===== config.mk =====
export PLATFORM = sky130hd
export DESIGN_NAME = apb_req_arbiter_flat
export DESIGN_NICKNAME = d
export VERILOG_FILES = /design/src/rtl/apb_req_arbiter_if.sv /design/src/rtl/apb_req_arbiter.sv /design/src/flat_wrapper.sv
export SDC_FILE = /design/constraint.sdc
export NUM_CORES = 1
export LEC_CHECK = 0
export BUFFER_PORTS_ARGS = -buffer_cell sky130_fd_sc_hd__clkbuf_2
export CORE_MARGIN = 5
export CORE_UTILIZATION = 47
export CTS_CLUSTER_DIAMETER = 100
export DETAILED_ROUTE_END_ITERATION = 12
export HOLD_SLACK_MARGIN = 0.06
export PLACE_DENSITY = 0.95
export SLEW_MARGIN = 20
export SYNTH_ARGS = -nofsm -noshare
export SYNTH_HDL_FRONTEND = slang
export SYNTH_SLANG_ARGS = --single-unit
export TNS_END_PERCENT = 1

===== constraint.sdc =====
create_clock -name pclk -period 2.8 [get_ports pclk]
set_input_delay 0.14 -clock pclk [delete_from_list [all_inputs] [get_ports pclk]]
set_output_delay 0.14 -clock pclk [all_outputs]
set_load 0.02 [all_outputs]

===== src/rtl/apb_req_arbiter_if.sv =====
// Bundle between the requester/APB-monitor side and the round-robin APB request arbiter.
// The arbiter connects through the slave modport; the driving environment uses master.
interface apb_req_arbiter_if #(
  parameter int NUM_REQ = 4,
  parameter int DW      = 32
);
  logic [NUM_REQ-1:0]    req_i;
  logic [NUM_REQ-1:0]    req_write_i;
  logic [NUM_REQ*DW-1:0] req_wdata_i;
  logic [NUM_REQ-1:0]    gnt_o;
  logic [NUM_REQ-1:0]    done_o;
  logic [DW-1:0]         rdata_o;
  logic                  err_o;
  logic [1:0]            cmd_o;
  logic [DW-1:0]         wdata_o;
  logic                  apb_psel_i;
  logic                  apb_penable_i;
  logic                  apb_pready_i;
  logic [DW-1:0]         apb_prdata_i;
  logic                  apb_pslverr_i;

  modport slave (
    input  req_i, req_write_i, req_wdata_i,
    input  apb_psel_i, apb_penable_i, apb_pready_i, apb_prdata_i, apb_pslverr_i,
    output gnt_o, done_o, rdata_o, err_o, cmd_o, wdata_o
  );

  modport master (
    output req_i, req_write_i, req_wdata_i,
    output apb_psel_i, apb_penable_i, apb_pready_i, apb_prdata_i, apb_pslverr_i,
    input  gnt_o, done_o, rdata_o, err_o, cmd_o, wdata_o
  );
endinterface


===== src/rtl/apb_req_arbiter.sv =====
// Round-robin front-end sharing one APB master between NUM_REQ requesters: issues a
// one-cycle command, watches the bus for completion, then pulses done to the winner.
module apb_req_arbiter #(
  parameter int NUM_REQ = 4,
  parameter int DW      = 32
) (
  input  logic               pclk,
  input  logic               preset_n,
  apb_req_arbiter_if.slave   bus
);
  localparam int IW = (NUM_REQ > 1) ? $clog2(NUM_REQ) : 1;

  typedef enum logic [1:0] {
    IDLE  = 2'd0,
    ISSUE = 2'd1,
    WAIT  = 2'd2,
    RESP  = 2'd3
  } state_t;

  state_t          state_reg, state_next;
  logic [IW-1:0]   idx_reg, idx_next;
  logic [IW-1:0]   last_reg, last_next;
  logic            write_reg, write_next;
  logic            err_reg, err_next;
  logic [DW-1:0]   wdata_reg, wdata_next;
  logic [DW-1:0]   rdata_reg, rdata_next;

  logic [IW-1:0]   cand_idx [NUM_REQ];
  logic [IW-1:0]   pick_idx;
  logic            pick_valid;
  logic            xfer_done;
  logic [NUM_REQ-1:0] sel_onehot;

  // Candidate gi is last_reg+gi+1 modulo NUM_REQ; the sum never exceeds 2*NUM_REQ-1.
  for (genvar gi = 0; gi < NUM_REQ; gi++) begin : g_cand
    localparam int OFF = gi + 1;
    logic [IW:0] sum;
    assign sum = {1'b0, last_reg} + (IW+1)'(OFF);
    assign cand_idx[gi] = (sum >= (IW+1)'(NUM_REQ)) ? IW'(sum - (IW+1)'(NUM_REQ)) : IW'(sum);
  end

  // Scan farthest-first so the nearest requesting candidate overwrites the result.
  always_comb begin
    pick_valid = 1'b0;
    pick_idx   = '0;
    for (int k = NUM_REQ - 1; k >= 0; k--) begin
      if (bus.req_i[cand_idx[k]]) begin
        pick_valid = 1'b1;
        pick_idx   = cand_idx[k];
      end
    end
  end

  assign xfer_done = bus.apb_psel_i & bus.apb_penable_i & bus.apb_pready_i;

  always_comb begin
    state_next = state_reg;
    idx_next   = idx_reg;
    last_next  = last_reg;
    write_next = write_reg;
    err_next   = err_reg;
    wdata_next = wdata_reg;
    rdata_next = rdata_reg;
    case (state_reg)
      IDLE: begin
        if (pick_valid) begin
          idx_next   = pick_idx;
          last_next  = pick_idx;
          write_next = bus.req_write_i[pick_idx];
          wdata_next = bus.req_wdata_i[int'(pick_idx)*DW +: DW];
          state_next = ISSUE;
        end
      end
      ISSUE: state_next = WAIT;
      WAIT: begin
        if (xfer_done) begin
          err_next = bus.apb_pslverr_i;
          if (!write_reg) rdata_next = bus.apb_prdata_i;
          state_next = RESP;
        end
      end
      RESP:    state_next = IDLE;
      default: state_next = IDLE;
    endcase
  end

  always_ff @(posedge pclk or negedge preset_n) begin
    if (!preset_n) begin
      state_reg <= IDLE;
      idx_reg   <= '0;
      last_reg  <= IW'(NUM_REQ - 1);
      write_reg <= 1'b0;
      err_reg   <= 1'b0;
      wdata_reg <= '0;
      rdata_reg <= '0;
    end else begin
      state_reg <= state_next;
      idx_reg   <= idx_next;
      last_reg  <= last_next;
      write_reg <= write_next;
      err_reg   <= err_next;
      wdata_reg <= wdata_next;
      rdata_reg <= rdata_next;
    end
  end

  assign sel_onehot  = {{(NUM_REQ-1){1'b0}}, 1'b1} << idx_reg;
  assign bus.gnt_o   = (state_reg != IDLE) ? sel_onehot : '0;
  assign bus.done_o  = (state_reg == RESP) ? sel_onehot : '0;
  assign bus.err_o   = (state_reg == RESP) & err_reg;
  assign bus.cmd_o   = (state_reg == ISSUE) ? {write_reg, 1'b1} : 2'b00;
  assign bus.wdata_o = (state_reg != IDLE) ? wdata_reg : '0;
  assign bus.rdata_o = rdata_reg;
endmodule

===== src/flat_wrapper.sv =====
// flat-port wrapper written by rule: the top's interface ports become plain ports
module apb_req_arbiter_flat 
#(
  parameter int NUM_REQ = 4,
  parameter int DW      = 32
)
  (pclk, preset_n, bus_req_i, bus_req_write_i, bus_req_wdata_i, bus_apb_psel_i, bus_apb_penable_i, bus_apb_pready_i, bus_apb_prdata_i, bus_apb_pslverr_i, bus_gnt_o, bus_done_o, bus_rdata_o, bus_err_o, bus_cmd_o, bus_wdata_o);
  apb_req_arbiter_if #(.NUM_REQ(NUM_REQ), .DW(DW)) bus_i ();
  input  logic pclk;
  input  logic preset_n;
  input wire logic [$bits(bus_i.req_i)-1:0] bus_req_i;
  input wire logic [$bits(bus_i.req_write_i)-1:0] bus_req_write_i;
  input wire logic [$bits(bus_i.req_wdata_i)-1:0] bus_req_wdata_i;
  input wire logic [$bits(bus_i.apb_psel_i)-1:0] bus_apb_psel_i;
  input wire logic [$bits(bus_i.apb_penable_i)-1:0] bus_apb_penable_i;
  input wire logic [$bits(bus_i.apb_pready_i)-1:0] bus_apb_pready_i;
  input wire logic [$bits(bus_i.apb_prdata_i)-1:0] bus_apb_prdata_i;
  input wire logic [$bits(bus_i.apb_pslverr_i)-1:0] bus_apb_pslverr_i;
  output wire logic [$bits(bus_i.gnt_o)-1:0] bus_gnt_o;
  output wire logic [$bits(bus_i.done_o)-1:0] bus_done_o;
  output wire logic [$bits(bus_i.rdata_o)-1:0] bus_rdata_o;
  output wire logic [$bits(bus_i.err_o)-1:0] bus_err_o;
  output wire logic [$bits(bus_i.cmd_o)-1:0] bus_cmd_o;
  output wire logic [$bits(bus_i.wdata_o)-1:0] bus_wdata_o;
  assign bus_i.req_i = bus_req_i;
  assign bus_i.req_write_i = bus_req_write_i;
  assign bus_i.req_wdata_i = bus_req_wdata_i;
  assign bus_i.apb_psel_i = bus_apb_psel_i;
  assign bus_i.apb_penable_i = bus_apb_penable_i;
  assign bus_i.apb_pready_i = bus_apb_pready_i;
  assign bus_i.apb_prdata_i = bus_apb_prdata_i;
  assign bus_i.apb_pslverr_i = bus_apb_pslverr_i;
  assign bus_gnt_o = bus_i.gnt_o;
  assign bus_done_o = bus_i.done_o;
  assign bus_rdata_o = bus_i.rdata_o;
  assign bus_err_o = bus_i.err_o;
  assign bus_cmd_o = bus_i.cmd_o;
  assign bus_wdata_o = bus_i.wdata_o;
  apb_req_arbiter #(.NUM_REQ(NUM_REQ), .DW(DW)) u_core (.pclk(pclk), .preset_n(preset_n), .bus(bus_i));
endmodule

; After elaboration in Yosys (flattened, before gate mapping)
; Index checks and enable logic that the tools add are counted.
[op_classes]
n_mux = 29
magnitude_cmp = 9
addsub = 8
n_shift = 2
n_eq_ne = 5
bitwise = 4
n_reduce_logical = 6
[op_table]
columns = cell, n
row1 = variable part select 128 x 8 -> 32 bit, 1
row2 = 2-to-1 mux 32 bit, 1
row3 = 2-to-1 mux 2 bit, 11
row4 = < comparator 2 x 3 -> 1 bit (second input constant), 5
row5 = >= comparator 3 bit (second input constant), 4
row6 = binary-select mux 1 bit (select 2 bit), 5
row7 = 2-to-1 mux 1 bit, 9
row8 = 2-to-1 mux 4 bit, 2
row9 = case mux 2 bit (4 select lines), 1
row10 = subtractor 2 x 1 -> 2 bit (second input constant), 4
row11 = adder 2 x 2 -> 3 bit (second input constant), 2
row12 = AND reduction 2 bit, 3
row13 = == test 2 bit (second input constant), 2
row14 = != test 2 x 1 -> 1 bit (second input constant), 2
row15 = << shifter 1 x 2 -> 4 bit (first input constant), 1
row16 = adder 2 x 1 -> 3 bit (second input constant), 1
row17 = adder 2 x 3 -> 3 bit (second input constant), 1
row18 = AND 1 bit, 3
row19 = AND reduction 3 bit, 1
row20 = == test 2 x 1 -> 1 bit (second input constant), 1
row21 = logical NOT 2 bit, 1
row22 = nonzero test 2 bit, 1
row23 = inverter 1 bit, 1
[totals]
regBits = 72
output_inout_bits = 75
elab_cells = 70
inputBits = 174

; Longest topological paths before layout
; Gate-level depths: netlist of the first run.
[logic_depth]
ltp_word = 11
ltp_mapped = 7
mapped_depth_nobuf = 5

; Worst setup path before layout of the first run
; OpenSTA, ideal clock, no wires.
[synth_path]
path_type = register -> register
startpoint = reg u_core.last_reg[1]
endpoint = reg u_core.wdata_reg[10]
synth_period_minus_slack_ns = 1.715
t_required_ns = 2.658
setup_ns = 0.142
slack_ns = 1.085
t_arrival_ns = 1.573
stages_incl_launch_ff = 8
n_path_buf = 2
cell_sequence = dfstp_2 nand2b_1 a21oi_2 o221ai_4 buf_8 buf_12 mux2i_1 o221ai_1
[synth_between]
elab_chain_cells = 10
word_cells_on_any_way = 34
cone_classes = add/sub (8) / order compare (4) / shift (1) / mux (20) / reduce/logical (1)
[synth_rtl]
columns = element, line_no
row1 = from (decl), apb_req_arbiter.sv:22  ; logic [IW-1:0] last_reg, last_next;
row2 = from (signal assigned), apb_req_arbiter.sv:91  ; last_reg <= IW'(NUM_REQ - 1);
row3 = from (signal assigned), apb_req_arbiter.sv:99  ; last_reg <= last_next;
row4 = adder 2 x 3 -> 3 bit, apb_req_arbiter.sv:38  ; assign sum = {1'b0, last_reg} + (IW+1)'(OFF);
row5 = >= comparator 3 bit / subtractor 2 x 1 -> 2 bit (equally long branches), apb_req_arbiter.sv:39  ; assign cand_idx[gi] = (sum >= (IW+1)'(NUM_REQ)) ? IW'(sum - (IW+1)'(NUM_REQ)) : IW'(sum);
row6 = 2-to-1 mux 2 bit, apb_req_arbiter.sv:39
row7 = binary-select mux 1 bit (select 2 bit), apb_req_arbiter.sv:47  ; if (bus.req_i[cand_idx[k]]) begin
row8 = 2-to-1 mux 1 bit (not written as such), apb_req_arbiter.sv:47
row9 = 2-to-1 mux 2 bit / 2-to-1 mux 1 bit (equally long branches) (4 in a row), apb_req_arbiter.sv:47
row10 = variable part select 128 x 8 -> 32 bit / AND reduction 2 bit (equally long branches), n/a
row11 = to (signal assigned), apb_req_arbiter.sv:102  ; wdata_reg <= wdata_next;
row12 = to (decl), apb_req_arbiter.sv:25  ; logic [DW-1:0] wdata_reg, wdata_next;
; Parallel ways exist; a longest one is shown, timed or not. The select of a mux whose other input is x is not followed.
; A chain may end at the register's enable or synchronous reset.

; Worst setup path after layout of the first run
[layout_path]
startpoint = reg u_core.last_reg[1]
endpoint = reg u_core.wdata_reg[21]
; The elaborated chain is that of the path after synthesis.

==> results of run 1 <==
## cells by family after synthesis
logic type	count (synthesis)	synth area share, %
compound gates	42	9.37
fa+ha+maj	4	1.27
buf+inv	30	4.94
flops	72	45.6
mux	100	26.4
simple gates	96	12.4
## cell type report
type	instances	area, µm²	share of cell area (%)
well taps	105	131	2.26
multi-input cells	242	1960	33.7
clock inverters	6	73.8	1.27
inverters	3	11.3	0.194
flip-flops and latches	72	1800	31.1
repair buffers	291	1690	29.1
clock buffers	10	138	2.37
## stage by stage
step / total power, W / instance area [µm²]
after floorplan: 0.00421 / 3950
after global placement: 0.00514 / 5250
after detailed placement: 0.00530 / 5250
after CTS: 0.00623 / 5800
after global routing: 0.00664 / 5800
final: 0.00624 / 5800
## power breakdown
part,leakage [nW],switching (W),internal [W]
Clock,0.108,0.000430,0.000449
Sequential,0.889,0.000336,0.00158
Combinational,2.15,0.00206,0.00139
Total,3.15,0.00282,0.00342
## worst max-delay path: stages (launching register included)
cell      delay [ps]
dfstp_2          590
nand2b_1         130
a21oi_2           70
o221ai_4         540
buf_12           320
mux2i_1          250
o221ai_1         140
## path summary, 6_finish.rpt
check / endpoint / cells past startpoint / slack, ps / start
worst max-delay path: u_core.wdata_reg[21] / 6 / 580 / u_core.last_reg[1]
worst min-delay path: u_core.wdata_reg[17] / 3 / 120 / bus_req_wdata_i[17]
worst max register to register: u_core.wdata_reg[21] / 6 / 580 / u_core.last_reg[1]
worst min register to register: u_core.wdata_reg[16] / 2 / 480 / u_core.wdata_reg[16]
max in group asynchronous: u_core.wdata_reg[14] / 2 / 1700 / preset_n
min in group asynchronous: u_core.bus.rdata_o[2] / 2 / 520 / preset_n
## cell usage after synthesis, types with 4 or more instances
cell | instances | share of area [%]
nand2_1 | 40 | 3.8
o221ai_1 | 33 | 7.3
nor2_1 | 6 | 0.57
mux2_2 | 15 | 4.3
ha_1 | 4 | 1.3
nor2b_1 | 34 | 5.4
clkbuf_1 | 11 | 1.0
dfrtp_1 | 70 | 44
mux2i_1 | 67 | 17
mux2_1 | 18 | 5.1
buf_2 | 9 | 1.1
## per-layer routing
layer / up-vias / GRT usage, % / part of all wire [%]
met1: 1837 / 28.0 / 35
li1: 1793 / - / -
met4: 0 / 10.6 / 2.6
met5: - / 0 / 0
met2: 222 / 46.5 / 52
met3: 40 / 9.16 / 11
## timing repair
| item | CTS | global route |
|---|---|---|
| hold buffers | 34 | 0 |
| endpoints found under the hold margin | 103 | 0 |
| buffers inserted | 0 | 0 |
==> reports/metrics.yaml, run 1 <==
outcome:
  status: "finished, final reports clean"
sta:
  fin_crit_sh_pct: 79.3
  slew_viol_final: 0
  fin_ws_ps: 580
  skew_ps: 15.8
  slew_headroom_pct: 39.1
  rsz0062_at_grt: "no"
  tightest_slew_ps: 914
  period_needed_ps: 2220
  finalHoldViolations: 0
  fin_hold_ws_ps: 122
  setup_violations: 0
  clock.fmax_mhz: 450
  setup_tns_ps: 0
placed_design:
  io_buffers: 248
  place_ws_ps: 572
  dp_cells: 679
  hpwl_mm: 9.51
  gp_congestion: 0.804
synth:
  netlist_instances: 344
  syn_nets: 522
  ys_warn_count: 0
  ys_types: 35
  synth_edf_count: 0
  mappedNetlistArea_um2: 3950
  avgSynthCellArea_um2: 11.5
  synth-async-reset-ratio_pct: 100
  yosysSeqAreaShare_pct: 45.6
  yosys_most_used_dff: "dfrtp_1"
  ys_seq_elements: 72
detailed_routing:
  dr_total_vias: 3892
  drtPass1Iterations: 4
  post-route-drc-count: 0
  dr.first_iter.drc_count: 141
  drt_wl_total_mm: 13.5
  ant_nets: 0
  viasPerCell: 5.34
  wl_per_cell_um: 18.5
floorplanning:
  rows: 33
  die_area_um2: 10300
  die_w_um: 102
  coreArea_um2: 8220
  die_h_um: 102
  ioPinCount: 249
  initial_utilization_pct: 48.1
layout:
  layout.cells.non_filler: 729
  synthToLayoutAreaGrowth_pct: 46.8
  layout_commonest_cell: "clkbuf_2"
  post-route-util_pct: 70.6
  final_nets: 797
  layout_common_cells: "247 x clkbuf_2, 70 x dfrtp_1, 67 x mux2i_1"
  drive_above_1_share_pct: 47.0
  fill_cells: 575
  antenna_cells: 0
clock_tree:
  cts.path.max_buffers: 2
  cts_tree: "yes"
  clk_latency_ps: 340
  htreeDepth: 3
  root_buffer: "clkbuf_8"
  post_cts_resized: 0
  clock_sinks: 72
  cts-buffers-inserted: 9
  cts.clk_slew.worst_paths_ps: 80
critical_path:
  arrival_ps: 2420
  start_kind: "flip-flop"
  cp-end-kind: "flip-flop"
  crit_type: "flip-flop to flip-flop"
  crit_fanout: 33
  cp.required_ps: 3000
global_route:
  antenna_found_initial: 0
  grt_pass1_wl_mm: 20.9
  grt_use_total_pct: 26.1
  overflow: 0
  grt_max_degree: 73
  grt_pass1_vias: 4260
worst_hold_path:
  hold_path.class: "input pin to flip-flop"
run:
  cap_violations: 0
power_and_ir_drop:
  powerDensity_nw_per_um2: 1080
  leakage_nw: 3.15
  worst_ir_drop_vdd_mv: 0.634
Power figures use the tool's default switching activity.
==> run 2, diff against run 1 <==
--- a/config.mk
+++ b/config.mk
@@ -7,11 +7,11 @@
 export LEC_CHECK = 0
 export BUFFER_PORTS_ARGS = -buffer_cell sky130_fd_sc_hd__clkbuf_2
 export CORE_MARGIN = 5
-export CORE_UTILIZATION = 47
+export CORE_UTILIZATION = 43
 export CTS_CLUSTER_DIAMETER = 100
 export DETAILED_ROUTE_END_ITERATION = 12
 export HOLD_SLACK_MARGIN = 0.06
-export PLACE_DENSITY = 0.95
+export PLACE_DENSITY = 0.89
 export SLEW_MARGIN = 20
 export SYNTH_ARGS = -nofsm -noshare
 export SYNTH_HDL_FRONTEND = slang
==> constraint.sdc (replaced) <==
create_clock -name pclk -period 2.1 [get_ports pclk]
set_input_delay 0.105 -clock pclk [delete_from_list [all_inputs] [get_ports pclk]]
set_output_delay 0.105 -clock pclk [all_outputs]
set_load 0.02 [all_outputs]
==> run 2 against run 1 <==
Net effect:
- flip-flop and latch count stayed put
- global-route usage is 3.6 points lower
- critical path depth stayed put
- cell area is 0.17% higher
- highest routed layer unchanged
==> reports/metrics.yaml, run 2 (synthesis gave the netlist of run 1 again) <==
detailed_routing:
  drt_wl_total_mm: 12.8  # -5.1%
  dr_total_vias: 3789  # -2.6%
  dr.first_iter.drc_count: 134  # -5.0%
  post-route-drc-count: 0  # unchanged
  wl_per_cell_um: 17.4  # -6.1%
  ant_nets: 0  # unchanged
  drtPass1Iterations: 4  # unchanged
  viasPerCell: 5.14  # -3.7%
floorplanning:
  die_w_um: 106  # +4.1%
  rows: 35  # +6.1%
  coreArea_um2: 9110  # +11%
  die_h_um: 106  # +4.1%
  ioPinCount: 249  # unchanged
  initial_utilization_pct: 43.4  # -4.7 points
  die_area_um2: 11200  # +8.4%
critical_path:
  crit_chain: "nand2b_1 > a21oi_2 > o221ai_4 > buf_12 > mux2i_1 > o221ai_1"
  arrival_ps: 2210  # -210 ps
  cp.required_ps: 2310  # -690 ps
  start_kind: "flip-flop"
  critPathMaxStageDelay_ps: 590  # about the same
  cp-end-kind: "flip-flop"
  crit_type: "flip-flop to flip-flop"
  crit_slowest_cell: "dfstp_2"
  crit_fanout: 52  # +58%
layout:
  final_nets: 799  # +0.25%
  layout_commonest_cell: "clkbuf_2"
  drive_above_1_share_pct: 47.0  # about the same
  postLayoutCellArea_um2: 5810  # +0.17%
  synthToLayoutAreaGrowth_pct: 47.1
  antenna_cells: 0  # unchanged
  post-route-util_pct: 63.8  # -6.8 points
  layout_common_cells: "247 x clkbuf_2, 70 x dfrtp_1, 67 x mux2i_1"
global_route:
  grt_use_total_pct: 22.5  # -3.6 points
  antenna_found_initial: 0  # unchanged
  grt_pass1_wl_mm: 20.1  # -3.6%
  overflow: 0  # unchanged
  grt_max_degree: 73  # unchanged
  grt_pass1_vias: 4172  # -2.1%
sta:
  slew_headroom_pct: 38.0  # -1.0 points
  fin_crit_sh_pct: 95.1  # +16 points
  skew_ps: 18.0  # +2.25 ps
  tightest_slew_ps: 930  # +15.7 ps
  slew_viol_final: 0  # unchanged
  setup_tns_ps: 0  # unchanged
  fin_ws_ps: 103  # -477 ps
  finalHoldViolations: 0  # unchanged
  clock.fmax_mhz: 501  # +11%
  setup_violations: 0  # unchanged
  period_needed_ps: 2000  # -223 ps
  rsz0062_at_grt: "yes"
clock_tree:
  root_buffer: "clkbuf_8"
  cts.path.max_buffers: 2  # unchanged
  cts.clk_slew.worst_paths_ps: 90  # about the same
  clk_latency_ps: 340  # about the same
  cts-buffers-inserted: 9  # unchanged
  clock_sinks: 72  # unchanged
  cts_tree: "yes"
  post_cts_buffers: 0  # unchanged
  htreeDepth: 3  # unchanged
placed_design:
  place_ws_ps: 72.8  # -499 ps
  io_buffers: 248  # unchanged
  hpwl_mm: 9.30  # -2.2%
  gp_congestion: 0.828  # +2.9%
  place_area_um2: 5260  # about the same
power_and_ir_drop:
  worst_ir_drop_vdd_mv: 0.806  # +27%
  powerDensity_nw_per_um2: 1410  # +31%
  leakage_nw: 3.14  # -0.19%
run:
  cap_violations: 0  # unchanged
outcome:
  status: "finished, final reports clean"
worst_hold_path:
  hold_path.class: "input pin to flip-flop"
[run 2: cell count changes in the layout (fill, tap and decap cells not counted)]
cell           previous run  this run
inv_6                     3         1
clkinv_2                  0         1
buf_4                     7         9
ha_2                      0         1
clkinvlp_4                0         1
clkbuf_1                  0         1
ha_1                      4         3
dlygate4sd3_1            34        35
buf_12                    3         2
clkbuf_8                 10        11
clkinv_4                  2         0
[run 2: final cells by class]
class,count,area [µm²]
inverters,3,11.3
repair buffers,293,1690
fillers,704,3290
clock buffers,12,155
clock inverters,4,51.3
multi-input cells,242,1960
flip-flops and latches,72,1800
well taps,111,139
[run 2: what timing repair did]
| item | 4_1_cts | 5_1_grt |
|---|---|---|
| endpoints found under the hold margin | 104 | 0 |
| resized for setup | 0 | 1 |
| endpoints found under the setup margin | 0 | 28 |
| hold buffers | 35 | 0 |
[run 2: power by group]
| part | internal [W] | total, W | switching (W) |
|---|---|---|---|
| sequential | 0.00211 | 0.00252 | 0.000408 |
| combinational | 0.00185 | 0.00455 | 0.00271 |
| clock | 0.000618 | 0.00114 | 0.000527 |
| total | 0.00457 | 0.00821 | 0.00364 |
[run 2: final timing paths]
path                                startpoint              endpoint  slack (ps)  cells past startpoint
setup reg to reg            u_core.last_reg[1]  u_core.wdata_reg[21]         100                      6
setup / recovery            u_core.last_reg[1]  u_core.wdata_reg[21]         100                      6
hold / removal             bus_req_wdata_i[45]  u_core.wdata_reg[13]          80                      3
hold reg to reg            u_core.wdata_reg[7]   u_core.wdata_reg[7]         480                      2
min in group asynchronous             preset_n   u_core.wdata_reg[6]         410                      2
max in group asynchronous             preset_n      u_core.write_reg        1030                      2
[run 2: through the flow]
step	cells	hold slack, ps	total power, W
after floorplan	344	-191	0.00561
after global placement	686	283	0.00683
after detailed placement	686	293	0.00705
after CTS	737	63.1	0.00827
after global routing	737	75.2	0.00878
final	737	79.7	0.00821
[run 2: worst max-delay path: cells and delay by family (launching register included)]
| kind | cells | cell delay (ps) |
|---|---|---|
| AO/OA/AOI/OAI | 3 | 450 |
| buffers and inverters | 1 | 350 |
| flip-flops | 1 | 590 |
| multiplexers | 1 | 330 |
| AND/OR/NAND/NOR | 1 | 140 |
[run 2: routing by layer]
metal	vias up	GRT usage, %	share of wire [%]
met5	-	0	0
met4	0	7.77	2.0
met3	26	7.59	9.7
met2	187	42.7	54
met1	1777	22.8	35
li1	1799	-	-
